[src/rtl/regfile_sb_pkg.sv]
// Shared definitions for the regfile_sb slice.
// Holds the default geometry (DW/AW/NREAD), the hardwired-zero register
// index, the architectural a0 index used as the default tap, and a helper
// that locates one port's field inside a packed multi-port vector.
package regfile_sb_pkg;

  localparam int unsigned DEF_DW    = 32;
  localparam int unsigned DEF_AW    = 5;
  localparam int unsigned DEF_NREAD = 2;
  localparam int unsigned ZERO_REG  = 0;
  localparam int unsigned A0_IDX    = 10;

  // LSB position of field `port` in a vector of `width`-bit fields.
  function automatic int unsigned port_lsb(input int unsigned port,
                                           input int unsigned width);
    return port * width;
  endfunction

endpackage

[src/rtl/regfile_sb_if.sv]
// Decode/writeback bus of the register file.
// master: the pipeline side (drives read addresses, issue and writeback).
// slave : the register file (returns read data, per-port busy and hazard).
//   rs_addr   NREAD*AW  read addresses, port i at [i*AW +: AW]
//   rs_data   NREAD*DW  read data, port i at [i*DW +: DW]
//   rs_busy   NREAD     port i's register has a pending producer
//   hazard    1         OR of rs_busy
//   iss_valid 1         an instruction writing iss_rd issues this cycle
//   iss_rd    AW        destination of the issuing instruction
//   wen/waddr/wdata     writeback port
interface regfile_sb_if
  import regfile_sb_pkg::*;
#(
  parameter int unsigned DW    = DEF_DW,
  parameter int unsigned AW    = DEF_AW,
  parameter int unsigned NREAD = DEF_NREAD
);

  logic [NREAD*AW-1:0] rs_addr;
  logic [NREAD*DW-1:0] rs_data;
  logic [NREAD-1:0]    rs_busy;
  logic                hazard;
  logic                iss_valid;
  logic [AW-1:0]       iss_rd;
  logic                wen;
  logic [AW-1:0]       waddr;
  logic [DW-1:0]       wdata;

  modport master (
    output rs_addr, iss_valid, iss_rd, wen, waddr, wdata,
    input  rs_data, rs_busy, hazard
  );

  modport slave (
    input  rs_addr, iss_valid, iss_rd, wen, waddr, wdata,
    output rs_data, rs_busy, hazard
  );

endinterface

[src/rtl/regfile_sb_scoreboard.sv]
// Per-register busy scoreboard.
// A bit is set when a producer for that register issues and cleared when
// writeback lands. Register 0 never becomes busy.
//   clk, rst          clock, asynchronous active-low reset
//   iss_valid/iss_rd  issue (set) request
//   wen/waddr         writeback (clear) request
//   rs_addr           packed read addresses to look up
//   rs_busy           per-port busy, suppressed when the value is forwarded
//   hazard            OR of rs_busy
//   busy_vec          raw scoreboard
module regfile_sb_scoreboard
  import regfile_sb_pkg::*;
#(
  parameter int unsigned AW    = DEF_AW,
  parameter int unsigned NREAD = DEF_NREAD
) (
  input  logic                  clk,
  input  logic                  rst,
  input  logic                  iss_valid,
  input  logic [AW-1:0]         iss_rd,
  input  logic                  wen,
  input  logic [AW-1:0]         waddr,
  input  logic [NREAD*AW-1:0]   rs_addr,
  output logic [NREAD-1:0]      rs_busy,
  output logic                  hazard,
  output logic [(1<<AW)-1:0]    busy_vec
);

  logic [(1<<AW)-1:0] busy;
  logic [(1<<AW)-1:0] busy_next;
  logic [AW-1:0]      port_addr;

  // Clear is applied before set so that a new producer issuing to the
  // register being written back keeps it busy.
  always_comb begin
    busy_next = busy;
    if (wen && (waddr != AW'(ZERO_REG)))
      busy_next[waddr] = 1'b0;
    if (iss_valid && (iss_rd != AW'(ZERO_REG)))
      busy_next[iss_rd] = 1'b1;
    busy_next[ZERO_REG] = 1'b0;
  end

  always_ff @(posedge clk or negedge rst) begin
    if (!rst)
      busy <= '0;
    else
      busy <= busy_next;
  end

  // A register written this cycle is forwarded by the bypass, so it is not
  // reported as a hazard even though its busy bit is still set.
  always_comb begin
    rs_busy   = '0;
    port_addr = '0;
    for (int unsigned i = 0; i < NREAD; i++) begin
      port_addr  = rs_addr[port_lsb(i, AW) +: AW];
      rs_busy[i] = (port_addr != AW'(ZERO_REG)) && busy[port_addr] &&
                   !(wen && (waddr == port_addr));
    end
  end

  assign hazard   = |rs_busy;
  assign busy_vec = busy;

endmodule

[src/rtl/regfile_sb.sv]
// Integer register file with write-to-read bypass and busy scoreboard.
// 2^AW entries of DW bits, entry 0 hardwired to zero, NREAD combinational
// read ports, one synchronous write port.
//   clk        system clock, rising edge
//   rst        asynchronous active-low reset
//   bus        decode/writeback bus (slave side)
//   busy_vec   raw scoreboard, bit 0 always 0
//   tap_value  stored value of register TAP_IDX (no bypass)
module regfile_sb
  import regfile_sb_pkg::*;
#(
  parameter int unsigned DW      = DEF_DW,
  parameter int unsigned AW      = DEF_AW,
  parameter int unsigned NREAD   = DEF_NREAD,
  parameter int unsigned TAP_IDX = A0_IDX
) (
  input  logic               clk,
  input  logic               rst,
  regfile_sb_if.slave        bus,
  output logic [(1<<AW)-1:0] busy_vec,
  output logic [DW-1:0]      tap_value
);

  localparam int unsigned DEPTH = 1 << AW;

  logic [DW-1:0] regs [DEPTH];
  logic [AW-1:0] rd_addr [NREAD];
  logic          write_en;

  assign write_en = bus.wen && (bus.waddr != AW'(ZERO_REG));

  always_ff @(posedge clk or negedge rst) begin
    if (!rst) begin
      for (int unsigned i = 0; i < DEPTH; i++)
        regs[i] <= '0;
    end else if (write_en) begin
      regs[bus.waddr] <= bus.wdata;
    end
  end

  always_comb begin
    rd_addr     = '{default: '0};
    bus.rs_data = '0;
    for (int unsigned i = 0; i < NREAD; i++) begin
      rd_addr[i] = bus.rs_addr[port_lsb(i, AW) +: AW];
      if (rd_addr[i] == AW'(ZERO_REG))
        bus.rs_data[port_lsb(i, DW) +: DW] = '0;
      else if (bus.wen && (bus.waddr == rd_addr[i]))
        bus.rs_data[port_lsb(i, DW) +: DW] = bus.wdata;
      else
        bus.rs_data[port_lsb(i, DW) +: DW] = regs[rd_addr[i]];
    end
  end

  regfile_sb_scoreboard #(
    .AW    (AW),
    .NREAD (NREAD)
  ) u_scoreboard (
    .clk       (clk),
    .rst       (rst),
    .iss_valid (bus.iss_valid),
    .iss_rd    (bus.iss_rd),
    .wen       (bus.wen),
    .waddr     (bus.waddr),
    .rs_addr   (bus.rs_addr),
    .rs_busy   (bus.rs_busy),
    .hazard    (bus.hazard),
    .busy_vec  (busy_vec)
  );

  assign tap_value = regs[TAP_IDX];

endmodule
[src/flat_wrapper.sv]
// flat-port wrapper written by rule: the top's interface ports become plain ports
module regfile_sb_flat import regfile_sb_pkg::*;
#(
  parameter int unsigned DW      = DEF_DW,
  parameter int unsigned AW      = DEF_AW,
  parameter int unsigned NREAD   = DEF_NREAD,
  parameter int unsigned TAP_IDX = A0_IDX
)
  (clk, rst, busy_vec, tap_value, bus_rs_addr, bus_iss_valid, bus_iss_rd, bus_wen, bus_waddr, bus_wdata, bus_rs_data, bus_rs_busy, bus_hazard);
  regfile_sb_if #(.DW(DW), .AW(AW), .NREAD(NREAD)) bus_i ();
  input  logic clk;
  input  logic rst;
  output logic [(1<<AW)-1:0] busy_vec;
  output logic [DW-1:0] tap_value;
  input wire logic [$bits(bus_i.rs_addr)-1:0] bus_rs_addr;
  input wire logic [$bits(bus_i.iss_valid)-1:0] bus_iss_valid;
  input wire logic [$bits(bus_i.iss_rd)-1:0] bus_iss_rd;
  input wire logic [$bits(bus_i.wen)-1:0] bus_wen;
  input wire logic [$bits(bus_i.waddr)-1:0] bus_waddr;
  input wire logic [$bits(bus_i.wdata)-1:0] bus_wdata;
  output wire logic [$bits(bus_i.rs_data)-1:0] bus_rs_data;
  output wire logic [$bits(bus_i.rs_busy)-1:0] bus_rs_busy;
  output wire logic [$bits(bus_i.hazard)-1:0] bus_hazard;
  assign bus_i.rs_addr = bus_rs_addr;
  assign bus_i.iss_valid = bus_iss_valid;
  assign bus_i.iss_rd = bus_iss_rd;
  assign bus_i.wen = bus_wen;
  assign bus_i.waddr = bus_waddr;
  assign bus_i.wdata = bus_wdata;
  assign bus_rs_data = bus_i.rs_data;
  assign bus_rs_busy = bus_i.rs_busy;
  assign bus_hazard = bus_i.hazard;
  regfile_sb #(.DW(DW), .AW(AW), .NREAD(NREAD), .TAP_IDX(TAP_IDX)) u_core (.clk(clk), .rst(rst), .bus(bus_i), .busy_vec(busy_vec), .tap_value(tap_value));
endmodule
[config.mk]
export PLATFORM = sky130hd
export DESIGN_NAME = regfile_sb_flat
export DESIGN_NICKNAME = d
export VERILOG_FILES = /design/src/rtl/regfile_sb_pkg.sv /design/src/rtl/regfile_sb_if.sv /design/src/rtl/regfile_sb_scoreboard.sv /design/src/rtl/regfile_sb.sv /design/src/flat_wrapper.sv
export SDC_FILE = /design/constraint.sdc
export NUM_CORES = 2
export LEC_CHECK = 0
export ABC_AREA = 0
export ABC_CLOCK_PERIOD_IN_PS = 3300
export CORE_AREA = 4 4 386 312
export CTS_BUF_LIST = sky130_fd_sc_hd__clkbuf_16
export DETAILED_ROUTE_END_ITERATION = 16
export DIE_AREA = 0 0 390 316
export PLACE_DENSITY = 0.67
export SYNTH_ARGS = -nofsm -noshare
export SYNTH_HDL_FRONTEND = slang
export SYNTH_HIERARCHICAL = 1
export SYNTH_SLANG_ARGS = --single-unit
[constraint.sdc]
create_clock -name clk -period 3.3 [get_ports clk]
set_input_delay 0.66 -clock clk [delete_from_list [all_inputs] [get_ports clk]]
set_output_delay 0.66 -clock clk [all_outputs]
set_load 0.1 [all_outputs]
==> flow_summary_export.csv <==
group,metric,value,unit
worst_setup_path,start_kind,"input pin",
global_routing,grt_antenna_before_repair,5,
worst_setup_path,crit_slowest_cell,"mux4_2",
worst_setup_path,end_kind,"output port",
sta,tns,-4.629,ns
synthesis,ys_seq_area_frac,0.4565,
pwr,ir_worst_vdd,0.4252,mV
sta,setup_violations,56,
die,die_h,316,um
clocking,cts_tree,"done",
finish,drive_above_1_share,0.5804,
worst_setup_path,cp_num_buf_inv,6,
global_routing,grt_overflow,0,
finish,syn2layout_area_growth,25.54,%
pwr,p_leak,31.59,nW
clocking,htree_levels,3,
clocking,path_clk_slew,0.05,ns
sta,worstMarginPinSlew,0.9040,ns
run_status,failed_checks,"negative setup slack",
worst_setup_path,path_class,"input pin to output port",
worst_setup_path,crit_family,"buffers and inverters",
synthesis,syn_inst,4107,
sta,fmax,0.2844,GHz
sta,slew_headroom,0.3973,
sta,setup_ws,-0.2166,ns
worst_setup_path,slowest_delay,0.48,ns
worst_setup_path,worst-endpoint-arrival,2.86,ns
sta,slew_violations,0,
synthesis,synth.distinct_cells,76,
routing,totalWireLength,218000,um
clocking,clk-insertion-delay-late,0.73,ns
die,rows,112,
min_path,hold_path_class,"input pin to asynchronous set/reset pin",
synthesis,ys_seq_elements,1055,
routing,via_per_inst,6.873,
global_routing,first_global_vias,42260,
synthesis,ys_warn_count,6,
worst_setup_path,crit_path_frequent_cell,"buf_12",
global_routing,grt_pass1_wl,310300,um
synthesis,synth.net_count,4163,
clocking,root_buffer,"clkbuf_16",
pwr,p_total,42.31,mW
finish,fin_nets,4673,
placement,post-dp-hpwl,142100,um
pwr,powerDensity,582.7,nW/um2
routing,via_count,42880,
placement,routabilityCongestion,0.9389,
placement,port_buffers,185,
synthesis,synthArstFlopShare,1.000,
clocking,cts_max_path_buffers,3,
synthesis,synth.avg_cell_area,14.08,um2
routing,ant_nets,0,
clocking,cts_sinks,1055,
worst_setup_path,crit_fanout,7,
synthesis,synth_edf_count,0,
die,ioPinCount,187,
flow_run,maxCapViolCount,0,
routing,drc,0,
global_routing,grt_max_degree,149,
global_routing,grtUsageTotal,0.3484,
worst_setup_path,startpoint,"bus_rs_addr[5]",
die,core-area,116300,um2
routing,detail_route.wl_per_cell,34.95,um
worst_setup_path,cp_cell_sequence,"buf_16, buf_12, buf_12, buf_4, mux4_2, a31oi_1, o21ai_1, buf_4, a221o_1, buf_12",
synthesis,synth_ff_type,"dfrtp_1",
die,die_area,123200,um2
clocking,cts-buffers-inserted,109,
sta,hold_viol,0,
synthesis,syn-cell-area,57840,um2
worst_setup_path,cp.required,2.64,ns
worst_setup_path,rr_startpoint,"u_core/tap_value[28]",
routing,dr.first_iter.drc_count,5561,
sta,min_period,3.517,ns
sta,finalCritPeriodShare,1.066,
routing,dr.pass1.iters,5,
die,start_util,0.4972,
sta,rsz0062_at_grt,"yes",
run_status,status,"finished with violations",
sta,finClkSkew,0,ns
die,die_x,390,um
==> flip-flops by register name (all words and copies together), names as in the netlist <==
signal and flops:
u_core/regs 992, u_core/tap_value 32, u_core/u_scoreboard/busy_vec 31
==> power breakdown <==
group / internal, mW / switching (mW)
clock network: 6.61 / 5.39
registers: 15.4 / 1.99
logic: 6.24 / 6.66
==> cell usage after synthesis, types with 48 or more instances <==
master | number | area share
o22ai_1 | 48 | 0.0052
clkbuf_1 | 226 | 0.015
o21ai_0 | 128 | 0.011
nor2_1 | 57 | 0.0037
buf_1 | 65 | 0.0042
dfrtp_1 | 1055 | 0.46
a21oi_1 | 81 | 0.0070
nor2b_1 | 50 | 0.0054
mux2i_1 | 254 | 0.044
buf_2 | 83 | 0.0072
nand2_1 | 59 | 0.0038
a211oi_1 | 55 | 0.0071
mux4_2 | 403 | 0.16
mux2_2 | 1032 | 0.20
a22oi_1 | 71 | 0.0092
buf_4 | 64 | 0.0083
==> layout by cell type (no fill, tap or decap), types with 11 or more instances in the layout <==
cell type	synthesis	final
o21ai_1	9	37
buf_6	27	54
nand3_1	32	29
nand3b_1	15	15
nand2_1	59	40
clkbuf_16	0	117
clkinv_1	2	28
a221o_2	0	11
o21ai_0	128	74
a22oi_2	0	20
a21oi_2	0	24
mux2i_1	254	234
buf_4	64	528
a221oi_1	28	11
buf_16	0	22
mux2_2	1032	1030
a22oi_1	71	51
clkinv_2	0	15
buf_12	2	208
a221oi_2	1	16
nand2_2	1	18
o21ai_2	0	15
nand2b_1	14	11
dfrtp_1	1055	1051
a211oi_2	0	22
nor2b_1	50	43
mux4_2	403	403
nor2_4	1	24
inv_1	5	28
o21ai_4	0	11
o22ai_1	48	36
a211oi_1	55	32
clkdlybuf4s50_1	0	38
a31oi_1	29	21
mux2i_2	0	16
nor2_1	57	28
buf_8	16	17
a21oi_1	81	45
a21oi_4	0	12
==> worst paths after layout <==
check                                       end  slack (ns)  depth (start not counted)
setup / recovery                bus_rs_data[32]       -0.22                         10
hold / removal                  u_core/regs[52]        0.40                          2
setup reg to reg           u_core/tap_value[28]        2.26                          2
hold reg to reg               u_core/regs[1019]        0.40                          0
max in group asynchronous      u_core/regs[163]        1.71                          3
min in group clk              u_core/regs[1019]        0.40                          0
==> cell families (layout without fill, tap and decap cells) <==
kind of cell	Yosys count	after routing	synth area share
AOI/OAI and AO/OA	548	548	0.06393
xor gates and xnor gates	20	20	0.003029
buffers and inverters	492	1082	0.04511
DFF	1055	1055	0.4565
muxes	1694	1694	0.4036
other	1	4	0.00006484
and+or+nand+nor	297	297	0.02782
==> worst register-to-register path, cell delays in order, from the launching register on <==
cell and delay (ns):
dfrtp_1 0.47, buf_4 0.21, mux2_2 0.26
==> metrics by stage <==
stage / cells / instance area, um2 / worst slack, ns / hold WS [ns] / util
finish: 6239 / 72610 / -0.2166 / 0.3966 / 0.6242
global route: 6236 / 72600 / -0.2112 / 0.3959 / 0.6242
CTS: 6195 / 71120 / -0.1347 / 0.3735 / 0.6114
detailed placement: 5951 / 66200 / -1.066 / 0.3848 / 0.5692
global placement: 5951 / 66200 / -1.107 / 0.3798 / 0.5692
floorplan: 4107 / 58150 / -0.2132 / 0.3644 / -
==> metal layers <==
| layer | global-route usage | share of wire | up-vias |
|---|---|---|---|
| met5 | 0 | 0.000060 | - |
| met4 | 0.1485 | 0.051 | 2 |
| met3 | 0.1177 | 0.12 | 582 |
| met2 | 0.4961 | 0.43 | 2743 |
| met1 | 0.4897 | 0.40 | 22710 |
| li1 | - | - | 16840 |
==> layout make-up <==
cell class,instances,area [um2]
Timing Repair Buffer,884,10250
Multi-Input combinational cell,2560,30650
Sequential cell,1055,26410
Tap cell,1539,1926
Fill cell,8531,43700
Inverter,7,30.03
Clock buffer,110,2753
Antenna cell,3,7.507
Clock inverter,81,576.8
==> what timing repair did <==
action | 4_1_cts | 5_1_grt
hold endpoints to repair | 19 | 0
setup endpoints to repair | 66 | 67
pin swaps | 62 | 67
setup buffers | 48 | 39
hold buffers | 1 | 0
gates cloned | 8 | 7
resized for setup | 232 | 223
Power figures use the tool's default switching activity.
